<file path="src/rtl/bool_pkg.sv">
// Shared types and sizing helpers for the boolean-stage bit packer.
package bool_pkg;

    typedef enum logic {
        STATE_FILL = 1'b0,
        STATE_FULL = 1'b1
    } packer_state_t;

    localparam int NBITS_DEFAULT = 8;

    // Ones-count width must hold the value NBITS itself, hence NBITS+1 codes.
    function automatic int ones_width(input int nbits);
        return $clog2(nbits + 1);
    endfunction

endpackage

</file>
<file path="src/rtl/bool_bit_packer_if.sv">
// Sample-in / word-out handshake bundle for bool_bit_packer.
interface bool_bit_packer_if
    import bool_pkg::*;
#(
    parameter int NBITS = NBITS_DEFAULT
);
    localparam int CW = ones_width(NBITS);

    logic             in_val;
    logic             in_rdy;
    logic             in_f;
    logic             out_val;
    logic             out_rdy;
    logic [NBITS-1:0] out_data;
    logic [CW-1:0]    out_ones;

    // master: upstream sample source plus downstream word sink
    modport master (
        output in_val, in_f, out_rdy,
        input  in_rdy, out_val, out_data, out_ones
    );

    modport slave (
        input  in_val, in_f, out_rdy,
        output in_rdy, out_val, out_data, out_ones
    );

endinterface

</file>
<file path="src/rtl/bool_bit_packer.sv">
// Packs NBITS consecutive samples of the boolean stage output f into one word, LSB first,
// and hands the word plus its ones-count downstream.
//
// state      | meaning
// -----------+-------------------------------------------------------------
// STATE_FILL | collecting samples; out_data/out_ones show the partial word
// STATE_FULL | complete word presented on out_val; new sample only if drained
module bool_bit_packer
    import bool_pkg::*;
#(
    parameter int NBITS = NBITS_DEFAULT
) (
    input  logic             clk,
    input  logic             reset_n,
    bool_bit_packer_if.slave bus
);
    localparam int CW    = ones_width(NBITS);
    localparam int CNT_W = $clog2(NBITS);
    localparam logic [CNT_W-1:0] LAST_POS = CNT_W'(NBITS - 1);

    packer_state_t    state, state_nxt;
    logic [CNT_W-1:0] cnt, cnt_nxt;
    logic [NBITS-1:0] word_r, word_nxt;
    logic [CW-1:0]    ones_r, ones_nxt;
    logic             in_xfer;
    logic             out_xfer;

    assign bus.in_rdy   = (state == STATE_FILL) | bus.out_rdy;
    assign bus.out_val  = (state == STATE_FULL);
    assign bus.out_data = word_r;
    assign bus.out_ones = ones_r;

    assign in_xfer  = bus.in_val & bus.in_rdy;
    assign out_xfer = bus.out_val & bus.out_rdy;

    always_comb begin
        state_nxt = state;
        cnt_nxt   = cnt;
        word_nxt  = word_r;
        ones_nxt  = ones_r;

        unique case (state)
            STATE_FILL: begin
                if (in_xfer) begin
                    word_nxt[cnt] = bus.in_f;
                    ones_nxt      = ones_r + CW'(bus.in_f);
                    if (cnt == LAST_POS) begin
                        cnt_nxt   = '0;
                        state_nxt = STATE_FULL;
                    end else begin
                        cnt_nxt = cnt + CNT_W'(1);
                    end
                end
            end
            STATE_FULL: begin
                // A sample arriving while the word drains starts the next word at bit 0.
                if (out_xfer) begin
                    state_nxt = STATE_FILL;
                    if (in_xfer) begin
                        word_nxt = NBITS'(bus.in_f);
                        ones_nxt = CW'(bus.in_f);
                        cnt_nxt  = CNT_W'(1);
                    end else begin
                        word_nxt = '0;
                        ones_nxt = '0;
                        cnt_nxt  = '0;
                    end
                end
            end
            default: state_nxt = STATE_FILL;
        endcase
    end

    always_ff @(posedge clk) begin
        if (!reset_n) begin
            state  <= STATE_FILL;
            cnt    <= '0;
            word_r <= '0;
            ones_r <= '0;
        end else begin
            state  <= state_nxt;
            cnt    <= cnt_nxt;
            word_r <= word_nxt;
            ones_r <= ones_nxt;
        end
    end

endmodule

</file>
<file path="src/flat_wrapper.sv">
// flat-port wrapper written by rule: the top's interface ports become plain ports
module bool_bit_packer_flat import bool_pkg::*;
#(
    parameter int NBITS = NBITS_DEFAULT
)
  (clk, reset_n, bus_in_val, bus_in_f, bus_out_rdy, bus_in_rdy, bus_out_val, bus_out_data, bus_out_ones);
  bool_bit_packer_if #(.NBITS(NBITS)) bus_i ();
  input  logic clk;
  input  logic reset_n;
  input wire logic [$bits(bus_i.in_val)-1:0] bus_in_val;
  input wire logic [$bits(bus_i.in_f)-1:0] bus_in_f;
  input wire logic [$bits(bus_i.out_rdy)-1:0] bus_out_rdy;
  output wire logic [$bits(bus_i.in_rdy)-1:0] bus_in_rdy;
  output wire logic [$bits(bus_i.out_val)-1:0] bus_out_val;
  output wire logic [$bits(bus_i.out_data)-1:0] bus_out_data;
  output wire logic [$bits(bus_i.out_ones)-1:0] bus_out_ones;
  assign bus_i.in_val = bus_in_val;
  assign bus_i.in_f = bus_in_f;
  assign bus_i.out_rdy = bus_out_rdy;
  assign bus_in_rdy = bus_i.in_rdy;
  assign bus_out_val = bus_i.out_val;
  assign bus_out_data = bus_i.out_data;
  assign bus_out_ones = bus_i.out_ones;
  bool_bit_packer #(.NBITS(NBITS)) u_core (.clk(clk), .reset_n(reset_n), .bus(bus_i));
endmodule
</file>
<file path="config.mk">
export PLATFORM = sky130hd
export DESIGN_NAME = bool_bit_packer_flat
export DESIGN_NICKNAME = d
export VERILOG_FILES = /design/src/rtl/bool_pkg.sv /design/src/rtl/bool_bit_packer_if.sv /design/src/rtl/bool_bit_packer.sv /design/src/flat_wrapper.sv
export SDC_FILE = /design/constraint.sdc
export NUM_CORES = 1
export LEC_CHECK = 0
export CORE_MARGIN = 2
export CORE_UTILIZATION = 60
export DETAILED_ROUTE_END_ITERATION = 10
export DONT_BUFFER_PORTS = 1
export HOLD_SLACK_MARGIN = 0.08
export PLACE_DENSITY = 0.73
export SYNTH_ARGS = -nofsm -noshare
export SYNTH_HDL_FRONTEND = slang
export SYNTH_SLANG_ARGS = --single-unit
</file>
<file path="constraint.sdc">
create_clock -name clk -period 3.88 [get_ports clk]
set_input_delay 0 -clock clk [delete_from_list [all_inputs] [get_ports clk]]
set_output_delay 0 -clock clk [all_outputs]
set_load 0.02 [all_outputs]
</file>
==> flow_summary.toml <==
[synth]
synth_edf_count = 0
async_flop_share = 0
postSynthAreaPerCell_um2 = 8.68
synth.distinct_cells = 30
ys_seq_area_frac = 0.388
synth_cells = 95
yosysTopAreaCellShare = 0.388
yosys_warnings = 0
syn_nets = 104
ys.flop_type = "dfxtp_1"
synth_area_leaders = "dfxtp_1 39%, ha_1 6.1%, nand2_1 5.0%"
synth-seq-cells = 16
netlist_area_um2 = 825
netlist.top_cell.by_area = "dfxtp_1"

[grt]
grt.overflow.total = 0
grt_pass1_wl_um = 2720
antenna_found_initial = 0
grt_pass1_vias = 636
grtUsageTotal = 0.242
grt_max_degree = 18

[critical_path]
r2r_cells = 3
crit_end = "u_core.bus.out_val"
r2r-end = "u_core.bus.out_val"
crit_required_ns = 4.10
crit-reg2reg-launch = "u_core.bus.out_val"
cp_num_buf_inv = 1
cp_slowest_stage_delay_ns = 0.73
path_max_fanout = 17
path_cells = "nand2b_1 -> a21oi_1 -> dlygate4sd3_1"
critical_path_class = "flop to flop"
endpoint_kind = "flop"
rrSetupSlack_ns = 1.93
cp_slowest_cell = "dfxtp_1"
worst_setup_path_start_kind = "flop"
arrival_ns = 2.18
startpoint = "u_core.bus.out_val"
cp_top_family = "flip-flops"
path_depth = 3

[cts]
clk_latency_ns = 0.27
hold_buffers = 7
cts_buffers = 3
cts_buffer_depth = 2
tritoncts = "done"
cts_resized = 0
cts.clk_slew.worst_paths_ns = 0.09
post_cts_buffers = 0
cts.sinks = 16
ctsRootBufferMaster = "clkbuf_4"
cts_max_level = 1

[placed_design]
place_hpwl_um = 1190
port_buffers = 0
dpl-instance-area_um2 = 817
dp_slack_ns = 2.06
globalplace.congestion = 0.849
place_inst = 105

[floorplan]
start_util = 0.642
die_w_um = 41.1
placement_rows = 13
core-area_um2 = 1280
io_pins = 19
die_y_um = 41.1
die-area_um2 = 1690

[timing]
slew_headroom = 0.516
tightest_slew_ns = 0.706
slew_violations = 0
setup_violations = 0
min_period_over_period = 0.503
fmax_mhz = 512
final.setup.worst_slack_ns = 1.93
skew_ns = 0.00947
period_minus_slack_ns = 1.95
hold_viol = 0
rsz0062_at_grt = "false"
finalSetupTns_ns = 0

[pwr]
total_leakage_power_nw = 0.352
cellPowerDensity_nw_per_um2 = 318
pwr-share-clk = 0.282
p_int_w = 0.000219
peakVddDrop_mv = 0.184
combPwrFrac = 0.102
seqPwrFrac = 0.616
p_sw_frac = 0.243
p_sw_w = 0.0000704

[cells_and_area]
final_cells = 115
antennaDiodeCount = 0
fin_area_um2 = 910
syn2layout_area_growth_pct = 10.3
nFillCells = 101
fin_nets = 111
layout.cells.most_common = "dfxtp_1"
layout_common_cells = "16 x dfxtp_1, 11 x nand2_1, 8 x a21oi_1"
drive_above_1_share = 0.0400

[routing]
wl_um = 1750
drtPass1Iterations = 4
antenna_left = 0
drc = 0
wire_per_inst_um = 15.2
routed_via_density = 6.38
vias = 734
drt_iter0_drc = 17

[run]
drv_cap = 0

[worst_hold_path]
hold_class = "input pin to flop"

[status]
status = "finished, final reports clean"
## flip-flops by register name, indices dropped and copies added (netlist names)
register	cells
u_core.cnt	3
u_core.bus.out_val	1
u_core.bus.out_ones	4
u_core.bus.out_data	8
## layer usage
| layer | up-vias | wire (um) | global-route usage |
|---|---|---|---|
| met2 | 34 | 796 | 0.367 |
| li1 | 365 | - | - |
| met1 | 335 | 818 | 0.342 |
| met5 | - | 0 | 0 |
| met4 | 0 | 0 | 0.0583 |
| met3 | 0 | 131 | 0.0543 |
## worst min path at each step
| stage | start | endpoint | cells after the start |
|---|---|---|---|
| detailed placement | bus_in_val | u_core.bus.out_val | 2 |
| finish | bus_in_val | u_core.cnt[2] | 3 |
| CTS | bus_in_val | u_core.bus.out_data[7] | 3 |
| global route | bus_in_val | u_core.bus.out_data[7] | 3 |
| global placement | bus_in_val | u_core.bus.out_val | 2 |
| floorplan | bus_in_f | u_core.bus.out_data[7] | 2 |
## Yosys cell counts (all sizes together), types with 2 or more instances
master	count
nand2	11
clkbuf	4
a32o	3
nor2	3
inv	3
mux2i	3
nor2b	4
and2	2
dfxtp	16
nand3	3
o21ai	5
and3	3
a22oi	2
or3	2
o211ai	2
nand3b	3
a21oi	8
nand4b	3
ha	4
## cell families (layout without fill, tap and decap cells)
family	count (synthesis)	after routing	share of synthesized area
muxes	3	3	0.0364
DFF	16	16	0.388
adders and majority gates	4	4	0.0607
buffers and inverters	8	13	0.0455
and+or+nand+nor	41	41	0.290
AOI/OAI and AO/OA	23	23	0.179
## through the flow
step	hold WS, ns	util	total power [W]
after floorplan	0.148	-	0.000202
after global placement	0.149	0.636	0.000204
after detailed placement	0.156	0.636	0.000204
after CTS	0.0957	0.708	0.000292
after global routing	0.101	0.708	0.000302
final	0.103	0.708	0.000289
## final cells by class
class                   instances  area, um^2  area share
flip-flops and latches         16         320       0.352
multi-input cells              71         467       0.513
clock buffers                   3        22.5      0.0248
inverters                       3        11.3      0.0124
repair buffers                  7        70.1      0.0770
well taps                      15        18.8      0.0206
## power groups by stage
stage	Clock [W]	Sequential, W	Combinational, W
after floorplan	0	0.000178	0.0000239
after global placement	0	0.000182	0.0000226
after detailed placement	0	0.000182	0.0000227
after CTS	0.0000850	0.000178	0.0000291
after global routing	0.0000898	0.000179	0.0000331
final	0.0000815	0.000178	0.0000295
## tightest hold or removal path, cell delays in order
cell and delay, ns:
nor2b_1 0.16, a22oi_1 0.11, nor2_1 0.08
(Power assumes the default switching activity.)
